$ cat config.mk
export PLATFORM = sky130hd
export DESIGN_NAME = leaf_dispatch_rr
export DESIGN_NICKNAME = d
export VERILOG_FILES = /design/src/rtl/leaf_dispatch_rr.sv
export SDC_FILE = /design/constraint.sdc
export NUM_CORES = 1
export LEC_CHECK = 0
export ABC_AREA = 1
export CAP_MARGIN = 20
export CORE_UTILIZATION = 48
export CTS_CLUSTER_DIAMETER = 50
export DETAILED_ROUTE_END_ITERATION = 12
export PLACE_DENSITY_LB_ADDON = 0.08
export SETUP_SLACK_MARGIN = 0.2
export SLEW_MARGIN = 40
export SYNTH_ARGS = -nofsm -noshare
export SYNTH_HDL_FRONTEND = slang
export SYNTH_SLANG_ARGS = --single-unit
$ cat constraint.sdc
create_clock -name clk -period 2.69 [get_ports clk]
set_input_delay 0.538 -clock clk [delete_from_list [all_inputs] [get_ports clk]]
set_output_delay 0.538 -clock clk [all_outputs]
set_load 0.05 [all_outputs]
$ cat src/rtl/leaf_dispatch_rr.sv
// Round-robin dispatcher: FIFO + registered output stage handing each word to one leaf lane in turn.
// Optional transfer counter on stat_cnt enabled by defining DISPATCH_STATS_EN.
module leaf_dispatch_rr #(
    parameter int DATA_W  = 16,
    parameter int NUM_OUT = 5,
    parameter int DEPTH   = 4
) (
    input  logic                          clk,
    input  logic                          rst,
    input  logic                          in_valid,
    output logic                          in_ready,
    input  logic [DATA_W-1:0]             in_data,
    output logic [NUM_OUT-1:0]            out_valid,
    input  logic [NUM_OUT-1:0]            out_ready,
    output logic [DATA_W-1:0]             out_data,
    output logic [$clog2(DEPTH+2)-1:0]    level,
    output logic [15:0]                   stat_cnt
);

    localparam int AW = $clog2(DEPTH);
    localparam int PW = $clog2(NUM_OUT);
    localparam int LW = $clog2(DEPTH+2);

    logic [DATA_W-1:0] r_mem [DEPTH];
    logic [AW:0]       r_wptr;
    logic [AW:0]       r_rptr;
    logic              r_in_ready;
    logic              r_or_full;
    logic [DATA_W-1:0] r_out_data;
    logic [PW-1:0]     r_rr_ptr;

    logic              w_empty;
    logic              w_push;
    logic              w_pop;
    logic              w_xfer;
    logic [AW:0]       w_count;
    logic [AW:0]       w_count_nxt;

    assign w_empty     = (r_wptr == r_rptr);
    assign w_count     = r_wptr - r_rptr;
    assign w_push      = in_valid && r_in_ready;
    assign w_xfer      = r_or_full && out_ready[r_rr_ptr];
    assign w_pop       = !w_empty && (!r_or_full || w_xfer);
    assign w_count_nxt = w_count + (AW+1)'(w_push) - (AW+1)'(w_pop);

    // in_ready is registered from the post-edge occupancy, so it lags a same-cycle pop by one edge
    always_ff @(posedge clk or posedge rst) begin
        if (rst) begin
            r_wptr     <= '0;
            r_rptr     <= '0;
            r_in_ready <= 1'b0;
        end else begin
            if (w_push) r_wptr <= r_wptr + 1'b1;
            if (w_pop)  r_rptr <= r_rptr + 1'b1;
            r_in_ready <= (w_count_nxt != (AW+1)'(DEPTH));
        end
    end

    always_ff @(posedge clk) begin
        if (w_push) r_mem[r_wptr[AW-1:0]] <= in_data;
    end

    always_ff @(posedge clk or posedge rst) begin
        if (rst) begin
            r_or_full  <= 1'b0;
            r_out_data <= '0;
            r_rr_ptr   <= '0;
        end else begin
            if (w_pop) begin
                r_or_full  <= 1'b1;
                r_out_data <= r_mem[r_rptr[AW-1:0]];
            end else if (w_xfer) begin
                r_or_full  <= 1'b0;
            end
            if (w_xfer)
                r_rr_ptr <= (r_rr_ptr == PW'(NUM_OUT-1)) ? '0 : r_rr_ptr + 1'b1;
        end
    end

    assign in_ready  = r_in_ready;
    assign out_valid = r_or_full ? (NUM_OUT'(1) << r_rr_ptr) : '0;
    assign out_data  = r_out_data;
    assign level     = LW'(w_count) + LW'(r_or_full);

`ifdef DISPATCH_STATS_EN
    logic [15:0] r_stat_cnt;

    always_ff @(posedge clk or posedge rst) begin
        if (rst)
            r_stat_cnt <= '0;
        else if (w_xfer && (r_stat_cnt != 16'hFFFF))
            r_stat_cnt <= r_stat_cnt + 16'd1;
    end

    assign stat_cnt = r_stat_cnt;
`else
    assign stat_cnt = '0;
`endif

endmodule

==> results_dict.tcl, run 1 <==
set metrics [dict create \
    required_ns 2.15 \
    avgSynthCellArea_sq_um 11.4 \
    fmax_mhz 392 \
    final_common_cell "edfxtp_1" \
    cts_tree "built" \
    drc 0 \
    rsz0062_at_grt "yes" \
    clock_sinks 91 \
    clk_pin_slew_worst_paths_ns 0.10 \
    rrSetupSlack_ns 0.40 \
    hpwl_mm 4.75 \
    grt_max_degree 36 \
    ios 65 \
    nets 459 \
    synth.distinct_cells 28 \
    diodes 0 \
    synth_cells 357 \
    grt_pass1_wl_mm 12.7 \
    grt_pass1_vias 2525 \
    design_area_sq_um 4910 \
    hold_violations 0 \
    use_met1_pct 24.7 \
    htreeDepth 3 \
    syn_to_final_growth_pct 20.6 \
    viasPerCell 4.96 \
    relSlewSlack_pct 64.2 \
    rows 33 \
    cp_slowest_cell "fa_2" \
    cpPeakStageDelay_ns 0.54 \
    wl_per_cell_um 14.9 \
    hold_path_class "register to register" \
    dieArea_sq_um 8860 \
    dr.pass1.iters 4 \
    grt_antenna_before_repair 0 \
    synthTopCellsByArea "edfxtp_1 (47%), dfrtp_1 (17%), nand2_1 (5.6%)" \
    synth_seq_area_share_pct 63.7 \
    die_x_um 94.1 \
    worst_clock_skew_ns 0.0167 \
    syn_area_sq_um 4080 \
    endpoint "level[2]" \
    die_h_um 94.1 \
    end_kind "output pin" \
    crit_chain "inv_2 -> ha_4 -> fa_2 -> inv_2 -> ha_4 -> xnor2_4 -> buf_12" \
    insertion_delay_ns 0.36 \
    r2r-end "in_ready$_DFF_PP0_" \
    cp_max_fo 2 \
    worstSetupPathType "register to output pin" \
    slew_viol_final 0 \
    drtIter0Drc 147 \
    cp.depth 7 \
    grt_usage_pct 19.7 \
    initial_core_util_pct 49.6 \
    timing.rr.start "r_wptr[1]$_DFFE_PP0P_" \
    finalSetupViolations 0 \
    synth-seq-cells 91 \
    grt-busiest-layer "met2" \
    cts_max_path_buffers 2 \
    worst-slew-pin-transition_ns 0.537 \
    grt_util_met2_pct 33.5 \
    yosys_warnings 0 \
    synth_top_cell_by_area "edfxtp_1" \
    status "finished clean" \
    yosysTopAreaCellShare_pct 47.2 \
    period_share_pct 94.7 \
    cts_buffers 9 \
    grt_overflow 0 \
    reg2reg_depth 12 \
    cp-startpoint "r_wptr[0]$_DFFE_PP0P_" \
    drive_gt1_share_pct 13.5 \
    antenna_left 0 \
    port_buffers 48 \
    core-area_sq_um 8220 \
    maxCapViolations 0 \
    place_area_sq_um 4680 \
    min_period_ns 2.55 \
    hold_buffers 0 \
    startpoint_type "register" \
    crit_arrival_ns 2.01 \
    worst_path_dominant_cell_family "adder cells" \
    mostFrequentLayoutCells "edfxtp_1 (64), nand2_1 (61), nor2_1 (41)" \
    gp_congestion 0.726 \
    cp.buffers_inverters 3 \
    use_met3_pct 4.05 \
    routed-via-count 2614 \
    cts-root-buf "clkbuf_8" \
    wl_mm 7.86 \
]
[cell usage after synthesis (all sizes together)]
cell type,n
conb,1
nand4,2
fa,2
xor2,4
dfrtp,27
nand2,63
o21ai,36
edfxtp,64
nor2,41
nand3,22
buf,26
xnor2,3
o22ai,16
inv,30
clkbuf,4
ha,16
[routing by layer]
| metal | up-vias | share of wire (%) |
|---|---|---|
| met3 | 9 | 3.9 |
| met5 | - | 0 |
| met2 | 62 | 50 |
| met4 | 0 | 1.4 |
| met1 | 1249 | 45 |
| li1 | 1294 | - |
[through the flow]
stage               hold slack [ns]  util [%]  setup TNS [ns]  cells  setup WS [ns]
floorplan                     0.463         -               0    372          0.201
global placement              0.454      57.0         -0.0757    506        -0.0757
detailed placement            0.459      57.0          -0.129    506         -0.129
CTS                           0.481      59.6               0    525         0.0814
global route                  0.504      59.8               0    527         0.0700
finish                        0.477      59.8               0    527          0.142
[what timing repair did]
item                                    4_1_cts  5_1_grt
cloned                                        0        0
endpoints found under the hold margin         0        0
endpoints found under the setup margin        7        4
pin swaps                                     3        8
resized for setup                            12        6
setup buffers                                 3        2
[layout make-up]
cell class / count / area, sq um
Sequential cell: 91 / 2600
Timing Repair Buffer: 64 / 623
Multi-Input combinational cell: 221 / 1280
Clock inverter: 6 / 40.0
Clock buffer: 10 / 128
Inverter: 30 / 115
Fill cell: 696 / 3300
Tap cell: 105 / 131
[how the worst min path moves through the flow]
| stage | start | to | slack (ns) | cells after the start |
|---|---|---|---|---|
| 6_report | out_data[0]$_DFFE_PP0P_ | out_data[0]$_DFFE_PP0P_ | 0.48 | 2 |
| 5_1_grt | out_data[12]$_DFFE_PP0P_ | out_data[12]$_DFFE_PP0P_ | 0.50 | 2 |
| 4_1_cts | out_data[0]$_DFFE_PP0P_ | out_data[0]$_DFFE_PP0P_ | 0.48 | 2 |
| 3_5_place_dp | out_data[0]$_DFFE_PP0P_ | out_data[0]$_DFFE_PP0P_ | 0.46 | 2 |
| 3_3_place_gp | out_data[8]$_DFFE_PP0P_ | out_data[8]$_DFFE_PP0P_ | 0.45 | 2 |
| 2_1_floorplan | r_wptr[2]$_DFFE_PP0P_ | r_wptr[2]$_DFFE_PP0P_ | 0.46 | 1 |
[cell families (layout without fill, tap and decap cells)]
group | after synthesis | after routing | share of synthesized area, %
simple gates | 128 | 128 | 13.4
flops | 91 | 91 | 63.7
buf+inv | 60 | 110 | 8.29
compound gates | 52 | 52 | 6.88
fa+ha+maj | 18 | 18 | 5.89
xor+xnor | 7 | 7 | 1.69
other cells | 1 | 16 | 0.0920
[flip-flops by register name (all words and copies together) (netlist names)]
name and cells:
in_ready 1, out_data 16, r_mem 64, r_or_full 1
r_rptr 3, r_rr_ptr 3, r_wptr 3
[worst min-delay path, delay by kind of cell (launching register included)]
kind             cells  cell delay [ns]
and+or+nand+nor      2             0.09
DFF                  1             0.35
Power of run 1 is left out: the tool's default activity adds up to more than one toggle a clock period on the data nets, which glitch-free logic cannot reach.
==> inputs of run 2 (changes only) <==
--- a/config.mk
+++ b/config.mk
@@ -6,11 +6,13 @@
 export NUM_CORES = 1
 export LEC_CHECK = 0
 export ABC_AREA = 1
+export ABC_CLOCK_PERIOD_IN_PS = 2690
 export CAP_MARGIN = 20
 export CORE_UTILIZATION = 48
 export CTS_CLUSTER_DIAMETER = 50
 export DETAILED_ROUTE_END_ITERATION = 12
 export PLACE_DENSITY_LB_ADDON = 0.08
+export RECOVER_POWER = 100
 export SETUP_SLACK_MARGIN = 0.2
 export SLEW_MARGIN = 40
 export SYNTH_ARGS = -nofsm -noshare
==> results_dict.tcl, run 2 (synthesized netlist as in run 1, its figures left out) <==
set metrics [dict create \
    reg2reg_depth 15 \
    violations "max-capacitance violations, max-slew violations" \
    end_kind "output pin" \
    startpoint_type "register" \
    cts_max_path_buffers 2 \
    wl_per_cell_um 14.9 \
    initial_core_util_pct 49.6 \
    dr.pass1.iters 4 \
    insertion_delay_ns 0.36 \
    antenna_left 0 \
    rows 33 \
    n_fill_cell 713 \
    hold_depth 2 \
    grt_overflow 0 \
    die_h_um 94.1 \
    clk_pin_slew_worst_paths_ns 0.10 \
    finalSetupViolations 0 \
    mostFrequentLayoutCells "edfxtp_1 (64), nand2_1 (62), nor2_1 (41)" \
    min_period_ns 2.55 \
    cts-root-buf "clkbuf_8" \
    wl_mm 7.83 \
    grt_max_degree 36 \
    maxCapViolations 1 \
    final_common_cell "edfxtp_1" \
    drc 0 \
    largest_reg_flops 64 \
    grt_usage_pct 19.7 \
    nets 459 \
    drive_gt1_share_pct 10.7 \
    relSlewSlack_pct -5.91 \
    port_buffers 48 \
    viasPerCell 4.98 \
    dieArea_sq_um 8860 \
    htreeDepth 3 \
    rsz0062_at_grt "yes" \
    hpwl_mm 4.75 \
    fmax_mhz 393 \
    grt_pass1_wl_mm 12.7 \
    multi_input_area_sq_um 1260 \
    cts_tree "built" \
    worst_clock_skew_ns 0.0179 \
    place_area_sq_um 4680 \
    gp_congestion 0.726 \
    fin_util_pct 58.9 \
    grt_pass1_vias 2525 \
    status "finished with violations" \
    grt_antenna_before_repair 0 \
    ios 65 \
    hold_violations 0 \
    design_area_sq_um 4840 \
    crit_arrival_ns 2.01 \
    worst-slew-pin-transition_ns 1.59 \
    routed-via-count 2625 \
    diodes 0 \
    die_x_um 94.1 \
    seq_area_sq_um 2600 \
    hold_path_class "register to register" \
    period_share_pct 94.7 \
    required_ns 2.15 \
    core-area_sq_um 8220 \
    clock_sinks 91 \
    syn_to_final_growth_pct 18.9 \
    worstSetupPathType "register to output pin" \
    drtIter0Drc 154 \
    slew_viol_final 28 \
    cp_max_fo 2 \
    cts_buffers 9 \
]
run 2: worst paths after layout:
path / from / endpoint / slack [ns]
worst max-delay path: r_wptr[0]$_DFFE_PP0P_ / level[2] / 0.14
worst min-delay path: out_data[0]$_DFFE_PP0P_ / out_data[0]$_DFFE_PP0P_ / 0.47
worst max register to register: r_rr_ptr[0]$_DFFE_PP0P_ / in_ready$_DFF_PP0_ / 0.28
worst min register to register: out_data[0]$_DFFE_PP0P_ / out_data[0]$_DFFE_PP0P_ / 0.47
max in group asynchronous: rst / r_rptr[1]$_DFFE_PP0P_ / 0.47
min in group asynchronous: rst / out_data[3]$_DFFE_PP0P_ / 1.16
run 2: cell type report:
type | count | share of cell area, %
sequential | 91 | 53.7
multi-input combinational | 221 | 26.0
timing repair buffer | 64 | 11.8
tap | 105 | 2.71
clock buffer | 10 | 2.63
inverter | 30 | 2.38
clock inverter | 6 | 0.827
run 2: metal layers:
layer / up-vias / share of wire [%] / track usage, %
li1: 1297 / - / -
met4: 0 / 1.4 / 7.18
met5: - / 0 / 0
met2: 59 / 50 / 33.5
met1: 1260 / 45 / 24.7
met3: 9 / 3.7 / 4.05
run 2: through the flow:
stage	setup slack, ns	cells	hold WS [ns]	TNS [ns]
5_1_grt	0.0499	527	0.499	0
3_3_place_gp	-0.0757	506	0.454	-0.0757
4_1_cts	0.0814	525	0.481	0
6_report	0.143	527	0.471	0
2_1_floorplan	0.201	372	0.463	0
3_5_place_dp	-0.129	506	0.459	-0.129
run 2: timing repair:
item | 4_1_cts | 5_1_grt
hold buffers | 0 | 0
pin swaps | 3 | 8
setup endpoints to repair | 7 | 4
gates cloned | 0 | 0
resized for setup | 12 | 6
setup buffers | 3 | 2
run 2: worst max-delay path: stages, from the launching register on:
cell     delay [ns]
dfrtp_1        0.37
inv_2          0.06
ha_4           0.15
fa_2           0.54
inv_2          0.05
ha_4           0.17
xnor2_4        0.15
buf_12         0.15
Power of run 2 is left out for the same reason.
